### src/rtl/i2c_slave_ctrl_if.sv
// Handshake bundle between the I2C slave control FSM and its datapath:
// detector/counter status in, per-cycle enables and strobes out.
interface i2c_slave_ctrl_if;
  logic start;
  logic stop;
  logic SCL_posedge;
  logic SCL_negedge;
  logic count_done;
  logic addr_valid;
  logic rw_bit;
  logic ack_in;
  logic clear_start;
  logic clear_stop;
  logic count_clear;
  logic count_en;
  logic shift_en;
  logic reg_load;
  logic reg_inc;
  logic mem_we;
  logic send_ack;
  logic out_en;
  logic busy;
  logic timeout_err;

  modport slave (
    input  start, stop, SCL_posedge, SCL_negedge, count_done, addr_valid, rw_bit, ack_in,
    output clear_start, clear_stop, count_clear, count_en, shift_en, reg_load,
           reg_inc, mem_we, send_ack, out_en, busy, timeout_err
  );

  modport master (
    output start, stop, SCL_posedge, SCL_negedge, count_done, addr_valid, rw_bit, ack_in,
    input  clear_start, clear_stop, count_clear, count_en, shift_en, reg_load,
           reg_inc, mem_we, send_ack, out_en, busy, timeout_err
  );
endinterface

### src/rtl/i2c_slave_ctrl.sv
// I2C slave control FSM: sequences address, register-pointer and data bytes,
// drives datapath enables/strobes and aborts stalled transfers on timeout.
module i2c_slave_ctrl #(
  parameter int unsigned TIMEOUT = 100000,
  parameter int unsigned TW      = 17
) (
  input logic              clock,
  input logic              reset_n,
  i2c_slave_ctrl_if.slave  bus
);

  typedef enum logic [3:0] {
    IDLE, ADDR, ADDR_ACK, REG, REG_ACK, WRITE, WRITE_ACK, READ, READ_ACK, WAIT_STOP
  } state_t;

  localparam logic [TW-1:0] TO_LAST = TW'(TIMEOUT - 1);

  state_t        state, state_nx;
  logic          rw_q, rw_nx;
  logic [TW-1:0] to_cnt;
  logic          clear_start_q, clear_stop_q, count_clear_q, timeout_err_q;
  logic          start_hit, stop_hit, timeout_hit, entry_clear;
  logic          reg_load, mem_we, reg_inc;

  // A flag whose clear is already in flight is the same event, not a new one.
  assign start_hit   = bus.start & ~clear_start_q;
  assign stop_hit    = bus.stop & ~clear_stop_q;
  assign timeout_hit = (TIMEOUT != 0) && (state != IDLE) && (to_cnt == TO_LAST);
  assign entry_clear = (state_nx != state) &&
                       (state_nx == REG || state_nx == WRITE || state_nx == READ);

  always_comb begin
    state_nx = state;
    rw_nx    = rw_q;
    reg_load = 1'b0;
    mem_we   = 1'b0;
    reg_inc  = 1'b0;
    if (timeout_hit || stop_hit) begin
      state_nx = IDLE;
    end else if (start_hit) begin
      state_nx = ADDR;
    end else begin
      case (state)
        ADDR:
          if (bus.SCL_negedge && bus.count_done) begin
            if (bus.addr_valid) begin
              state_nx = ADDR_ACK;
              rw_nx    = bus.rw_bit;
            end else begin
              state_nx = WAIT_STOP;
            end
          end
        ADDR_ACK:
          if (bus.SCL_negedge) state_nx = rw_q ? READ : REG;
        REG:
          if (bus.SCL_negedge && bus.count_done) begin
            reg_load = 1'b1;
            state_nx = REG_ACK;
          end
        REG_ACK:
          if (bus.SCL_negedge) state_nx = WRITE;
        WRITE:
          if (bus.SCL_negedge && bus.count_done) begin
            mem_we   = 1'b1;
            state_nx = WRITE_ACK;
          end
        WRITE_ACK:
          if (bus.SCL_negedge) begin
            reg_inc  = 1'b1;
            state_nx = WRITE;
          end
        READ:
          if (bus.SCL_negedge && bus.count_done) state_nx = READ_ACK;
        READ_ACK:
          if (bus.SCL_negedge) begin
            if (bus.ack_in) begin
              reg_inc  = 1'b1;
              state_nx = READ;
            end else begin
              state_nx = WAIT_STOP;
            end
          end
        default: ;
      endcase
    end
  end

  always_ff @(posedge clock or negedge reset_n) begin
    if (!reset_n) begin
      state         <= IDLE;
      rw_q          <= 1'b0;
      to_cnt        <= '0;
      clear_start_q <= 1'b0;
      clear_stop_q  <= 1'b0;
      count_clear_q <= 1'b0;
      timeout_err_q <= 1'b0;
    end else begin
      state         <= state_nx;
      rw_q          <= rw_nx;
      clear_stop_q  <= ~timeout_hit & stop_hit;
      clear_start_q <= ~timeout_hit & ~stop_hit & start_hit;
      count_clear_q <= timeout_hit | (~stop_hit & start_hit) | entry_clear;
      timeout_err_q <= timeout_hit;
      if (state == IDLE || bus.SCL_posedge || bus.SCL_negedge ||
          bus.start || bus.stop || timeout_hit)
        to_cnt <= '0;
      else if (to_cnt != '1)
        to_cnt <= to_cnt + 1'b1;
    end
  end

  assign bus.clear_start = clear_start_q;
  assign bus.clear_stop  = clear_stop_q;
  assign bus.count_clear = count_clear_q;
  assign bus.timeout_err = timeout_err_q;
  assign bus.reg_load    = reg_load;
  assign bus.mem_we      = mem_we;
  assign bus.reg_inc     = reg_inc;
  assign bus.count_en    = bus.SCL_posedge & ~bus.count_done &
                           (state == ADDR || state == REG || state == WRITE || state == READ);
  assign bus.shift_en    = (state == ADDR || state == REG || state == WRITE);
  assign bus.send_ack    = (state == ADDR_ACK || state == REG_ACK || state == WRITE_ACK);
  assign bus.out_en      = (state == READ);
  assign bus.busy        = (state != IDLE);

endmodule
### src/flat_wrapper.sv
// flat-port wrapper written by rule: the top's interface ports become plain ports
module i2c_slave_ctrl_flat 
#(
  parameter int unsigned TIMEOUT = 100000,
  parameter int unsigned TW      = 17
)
  (clock, reset_n, bus_start, bus_stop, bus_SCL_posedge, bus_SCL_negedge, bus_count_done, bus_addr_valid, bus_rw_bit, bus_ack_in, bus_clear_start, bus_clear_stop, bus_count_clear, bus_count_en, bus_shift_en, bus_reg_load, bus_reg_inc, bus_mem_we, bus_send_ack, bus_out_en, bus_busy, bus_timeout_err);
  i2c_slave_ctrl_if bus_i ();
  input logic clock;
  input logic reset_n;
  input wire logic [$bits(bus_i.start)-1:0] bus_start;
  input wire logic [$bits(bus_i.stop)-1:0] bus_stop;
  input wire logic [$bits(bus_i.SCL_posedge)-1:0] bus_SCL_posedge;
  input wire logic [$bits(bus_i.SCL_negedge)-1:0] bus_SCL_negedge;
  input wire logic [$bits(bus_i.count_done)-1:0] bus_count_done;
  input wire logic [$bits(bus_i.addr_valid)-1:0] bus_addr_valid;
  input wire logic [$bits(bus_i.rw_bit)-1:0] bus_rw_bit;
  input wire logic [$bits(bus_i.ack_in)-1:0] bus_ack_in;
  output wire logic [$bits(bus_i.clear_start)-1:0] bus_clear_start;
  output wire logic [$bits(bus_i.clear_stop)-1:0] bus_clear_stop;
  output wire logic [$bits(bus_i.count_clear)-1:0] bus_count_clear;
  output wire logic [$bits(bus_i.count_en)-1:0] bus_count_en;
  output wire logic [$bits(bus_i.shift_en)-1:0] bus_shift_en;
  output wire logic [$bits(bus_i.reg_load)-1:0] bus_reg_load;
  output wire logic [$bits(bus_i.reg_inc)-1:0] bus_reg_inc;
  output wire logic [$bits(bus_i.mem_we)-1:0] bus_mem_we;
  output wire logic [$bits(bus_i.send_ack)-1:0] bus_send_ack;
  output wire logic [$bits(bus_i.out_en)-1:0] bus_out_en;
  output wire logic [$bits(bus_i.busy)-1:0] bus_busy;
  output wire logic [$bits(bus_i.timeout_err)-1:0] bus_timeout_err;
  assign bus_i.start = bus_start;
  assign bus_i.stop = bus_stop;
  assign bus_i.SCL_posedge = bus_SCL_posedge;
  assign bus_i.SCL_negedge = bus_SCL_negedge;
  assign bus_i.count_done = bus_count_done;
  assign bus_i.addr_valid = bus_addr_valid;
  assign bus_i.rw_bit = bus_rw_bit;
  assign bus_i.ack_in = bus_ack_in;
  assign bus_clear_start = bus_i.clear_start;
  assign bus_clear_stop = bus_i.clear_stop;
  assign bus_count_clear = bus_i.count_clear;
  assign bus_count_en = bus_i.count_en;
  assign bus_shift_en = bus_i.shift_en;
  assign bus_reg_load = bus_i.reg_load;
  assign bus_reg_inc = bus_i.reg_inc;
  assign bus_mem_we = bus_i.mem_we;
  assign bus_send_ack = bus_i.send_ack;
  assign bus_out_en = bus_i.out_en;
  assign bus_busy = bus_i.busy;
  assign bus_timeout_err = bus_i.timeout_err;
  i2c_slave_ctrl #(.TIMEOUT(TIMEOUT), .TW(TW)) u_core (.clock(clock), .reset_n(reset_n), .bus(bus_i));
endmodule
### config.mk
export PLATFORM = sky130hd
export DESIGN_NAME = i2c_slave_ctrl_flat
export DESIGN_NICKNAME = d
export VERILOG_FILES = /design/src/rtl/i2c_slave_ctrl_if.sv /design/src/rtl/i2c_slave_ctrl.sv /design/src/flat_wrapper.sv
export SDC_FILE = /design/constraint.sdc
export NUM_CORES = 1
export LEC_CHECK = 0
export BUFFER_PORTS_ARGS = -buffer_cell sky130_fd_sc_hd__buf_2
export CAP_MARGIN = 10
export CORE_UTILIZATION = 61
export CTS_CLUSTER_DIAMETER = 40
export CTS_CLUSTER_SIZE = 30
export DETAILED_ROUTE_END_ITERATION = 10
export GPL_TIMING_DRIVEN = 0
export PLACE_DENSITY = 0.81
export SETUP_SLACK_MARGIN = 0.1
export SLEW_MARGIN = 20
export SYNTH_ARGS = -nofsm -noshare
export SYNTH_HDL_FRONTEND = slang
export SYNTH_SLANG_ARGS = --single-unit
### constraint.sdc
create_clock -name clock -period 4.03 [get_ports clock]
set_clock_uncertainty 0.15 [all_clocks]
set_input_delay 0.403 -clock clock [delete_from_list [all_inputs] [get_ports clock]]
set_output_delay 0.403 -clock clock [all_outputs]
set_load 0.01 [all_outputs]
* Word-level counts from Yosys, hierarchy flattened
Index checks and enable logic that the tools add are counted.
** Word-level totals
- Bits in registers :: 26
- Bits in latches :: 0
- Memory bits (writable) :: 0
- ROM bits :: 0
- Input bits :: 10
- Logic and storage cells :: 88
- Memories :: 0
** Operators by class
- $add $sub $neg :: 1
- Multiply operators :: 0
- Div/mod/pow operators :: 0
- Order comparisons :: 0
- Eq/ne operators :: 14
- Shifts and indexed selects :: 0
- Mux-type cells :: 28
- Bitwise logic cells :: 17
- Reductions and logical operators :: 21
** Operator list (number)
- 2-to-1 mux 4 bit :: 11
- 2-to-1 mux 17 bit :: 2
- one-hot mux 4 bit (7 select lines) :: 1
- == test 4 x 3 -> 1 bit (second input constant) :: 6
- adder 17 x 1 -> 17 bit (second input constant) :: 1
- == test 17 bit (second input constant) :: 1
- != test 17 bit (second input constant) :: 1
- logical OR 1 bit :: 13
- == test 4 x 2 -> 1 bit (second input constant) :: 3
- 2-to-1 mux 1 bit :: 12
- AND 1 bit :: 8
- NOT 1 bit :: 7
- AND reduction 5 bit :: 1
- == test 4 x 1 -> 1 bit (second input constant) :: 1
- == test 4 bit (second input constant) :: 1
- logical NOT 4 bit :: 1
- != test 4 bit :: 1
- nonzero test 4 bit :: 1
- logical AND 1 bit :: 3
- 2-to-1 mux 3 bit :: 1
- OR 1 bit :: 2
- one-hot mux 1 bit (2 select lines) :: 1
- nonzero test 2 bit :: 1
- OR reduction 2 bit :: 1

* Logic depth before layout (Yosys ltp)
- Depth after elaboration :: 10
- Mapped depth :: 12

* Worst setup path after synthesis
OpenSTA, ideal clock, no wires.
- Kind :: register to register
- From :: reg u_core.to_cnt[0]
- To :: reg u_core.to_cnt[11]
- Library setup time :: 0.077 ns
- Arrival :: 2.435 ns
- Path slack :: 1.368 ns
- Cell stages (with the launch flop) :: 12
- Buffers on the path :: 1
- Clock period less this slack :: 2.662 ns
- Path through :: dfrtp_1 ha_1 and4_1 and4_2 ha_1 clkbuf_1 nand4b_1 nor2_1 and2_2 nand2b_1 or3_1 a21oi_1
** Between the ends
- Cells in the longest elaborated chain, start to end :: 4
** RTL lines
- start: declaration :: RTL line i2c_slave_ctrl.sv:20 : logic [TW-1:0] to_cnt;
- start signal: assignment :: RTL line i2c_slave_ctrl.sv:108 : to_cnt <= to_cnt + 1'b1;
- branches (longest 4 deep; another with adder 17 x 1 -> 17 bit)
Parallel ways; which one is timed is not known. The select of a mux whose other input is x is not followed.
A chain may end at the register's enable or synchronous reset.

* Worst setup path in the final report
- From :: reg u_core.to_cnt[6]
- To :: reg u_core.to_cnt[11]
The elaborated chain is that of the path after synthesis.

==> results.md <==
- Status: finished, final reports clean
- Rows: 18
- I/O pin cnt: 22
- Final min period: 2987 ps
- PwrDens: 284.8 mW/mm^2
- Routed wire length on met2: 1907 microns
- Drt pass-1 iters: 4
- EDFF count, synth: 0
- Peak VDD IR: 254.9 uV
- FMAX: 334.8 MHz
- Area growth from synthesis to layout: 10.48%
- CTS tree: built
- Yosys warnings: 0
- Routed Antenna Nets: 0
- Post-synthesis async set-or-reset flop share: 100.0%
- Synthesized area: 0.001672 sq mm
- Reg power frac: 52.6%
- Gr ovfl total: 0
- CP max-delay cell: dfrtp_1
- Leak: 0.0007804 uW
- Non-filler cells, final: 232
- Simple-Gate Fraction of Synth Area: 31.44%
- Worst EP required: 4130 ps
- Share of cells above drive strength 1: 21.78%
- CORE AREA: 0.002522 sq mm
- Port bufs: 21
- Final setup vio count: 0
- Switch Pwr: 156.0 uW
- Met1 Routed Length: 1366 microns
- Sequential area share after synthesis: 38.92%
- Die area: 0.002954 sq mm
- Worst-margin pin slew: 694.9 ps
- GPL Wtd Cong: 0.8255
- Highest-count cells in the layout ignoring fill and taps: nor2_1, dfrtp_1, buf_2, nand2_1, xor2_1
- Predominant post-synthesis flop cell: dfrtp_1
- Share of the synthesized area in the top cell type: 38.92%
- Startpoint Class: register
- Drt drc: 0
- Routed WL: 3423 microns
- Total Routing Usage GR: 26.68%
- RSZ-0062 raised after global routing: false
- Worst min-delay path class: in -> reg
- Vias in the first global route: 1319
- Fill cell count: 188
- Setup_tns: 0 ps
- Nets: 216
- Initial DRC count: 41
- Starting Density: 66.27%
- Clock power frac: 19.9%
- DR vias: 1396
- Clk sinks: 26
- Initial antenna violation count: 0
- Vias per cell: 6.017
- Synth top area cells: dfrtp_1, nor2_1, xor2_1
- Max_cap viols: 0
- Clock-pin slew of the registers on the worst-case setup and hold paths: 120 ps
- Htree depth: 1
- Cells after DPL: 228
- Clock Tree Root: clkbuf_4
- Worst Path Max Fanout: 7
- Post-synth top area cell: dfrtp_1
- Post-synthesis xor/xnor area fraction: 7.859%
- First-pass GRT wire length: 5644 microns
- WS Path Type: reg -> reg
- Post-synthesis adder-cell area fraction: 1.497%
- Comb pwr share: 27.5%
- Synth Area in Compound Gates: 11.08%
- Chip width: 54.35 microns
- Worst setup EP type: register
- Synthesized netlist cell count: 177
- Die Span Y: 54.35 microns
- Worst rel slew slack: 53.02%
- Metal3 WL: 113 microns
- Mux cell area share after synthesis: 2.769%
- Syn_area_per_cell: 9.444 sq um
- Hold Violations, Final: 0
- Wire per inst: 14.75 microns
- Critical path arrival: 3090 ps
- Largest net degree at the start of global routing: 27
- Max Used Layer: met4
- CTS Buf Count: 3
- Most common cell after layout, fill and taps aside: nor2_1
- Syn Nets: 189
- Clk Latency, worst-skew pair: 310 ps
- Max stage delay on crit path: 460 ps
- Diode count: 0
- Max-slew violation count: 0
- Final worst-path cycle share: 74.12%
- Main combinational cell family by area after synthesis: simple AND/OR/NAND/NOR gates
- Synth cell types: 57
- Seq cells post-synth: 26
- Power Internal: 370.0 uW
- Worst-path cell chain: nand3_1, nor2_1, and4_1, and4_2, ha_1, clkbuf_1, nand4b_1, nor2_1, and2_2, nand2b_1, or3_1, a21oi_1
- Net Sw Frac: 29.67%
- CP dominant cell by count: nor2_1
- HPWL after DPL: 2595 microns
- Buffer depth of the longest clock path: 2
-- area by class of cell --
cell class	count	area, sq um	share of cell area [%]
inverter	2	7.507	0.4065
buffer	12	100.1	5.420
multi-input combinational	137	913.4	49.46
clock buffer	3	22.52	1.220
sequential	26	650.6	35.23
tap	30	37.54	2.033
timing repair buffer	22	115.1	6.233
-- cell usage after synthesis (3+ instances only) --
cell / n
nor2_1: 31
dfrtp_1: 26
nand2_1: 13
xor2_1: 8
xnor2_1: 7
a21oi_1: 6
nand3_1: 5
o21ai_0: 5
buf_6: 4
clkbuf_1: 4
nand4_1: 4
nor3_1: 4
nor4_1: 3
nor4b_1: 3
-- per-stage QoR --
stage | hold slack [ps] | utilization, % | area, sq um | setup WS [ps] | power (uW)
6_report | 163.9 | 73.21 | 1847 | 1043 | 526.0
5_1_grt | 161.6 | 73.21 | 1847 | 872.1 | 555.6
4_1_cts | 163.6 | 73.21 | 1847 | 1088 | 529.0
3_5_place_dp | 275.2 | 71.92 | 1814 | 1095 | 424.4
3_3_place_gp | 263.8 | 71.92 | 1814 | 1179 | 419.9
2_1_floorplan | -42.59 | - | 1672 | 1368 | 384.0
-- worst max-delay path: cells and delay by family (launching register included) --
family / cells / cell delay, ps
buf+inv: 1 / 200
simple gates: 9 / 1800
flops: 1 / 460
fa+ha+maj: 1 / 170
compound gates: 1 / 140
-- power groups by stage --
stage	clock network, uW	logic [uW]	registers, uW
finish	105	145	277
global placement	0	138	281
global route	117	161	278
floorplan	0	101	283
CTS	108	144	277
detailed placement	0	142	282
-- per-layer routing --
metal / track usage, % / vias to the layer above
met5: 0 / -
met4: 8.120 / 0
met3: 2.222 / 4
met2: 54.88 / 33
met1: 27.68 / 678
li1: - / 681
-- repair_timing --
action | CTS | global route
resized for setup | 0 | 0
setup buffers | 0 | 0
hold endpoints to repair | 26 | 0
hold buffers | 1 | 0
endpoints found under the setup margin | 0 | 0
-- path summary, 6_finish.rpt --
path                                        from           endpoint  slack (ps)  depth (start not counted)
max in group asynchronous                reset_n    u_core.state[2]        2880                          2
min in group asynchronous                reset_n   u_core.to_cnt[2]         480                          2
worst max register to register  u_core.to_cnt[6]  u_core.to_cnt[11]        1040                         12
worst max-delay path            u_core.to_cnt[6]  u_core.to_cnt[11]        1040                         12
worst min register to register       u_core.rw_q        u_core.rw_q         380                          1
worst min-delay path                  bus_rw_bit        u_core.rw_q         160                          2
-- state kept, by name (all words and copies together), names as in the netlist --
name,flops
u_core.state,4
u_core.rw_q,1
u_core.to_cnt,17
u_core.bus.clear_stop,1
u_core.bus.timeout_err,1
u_core.bus.clear_start,1
u_core.bus.count_clear,1
-- kinds of logic after synthesis --
family / after synthesis
xor+xnor: 15
buf+inv: 14
simple gates: 92
flops: 26
fa+ha+maj: 2
compound gates: 24
mux: 4
Power figures use the tool's default switching activity.
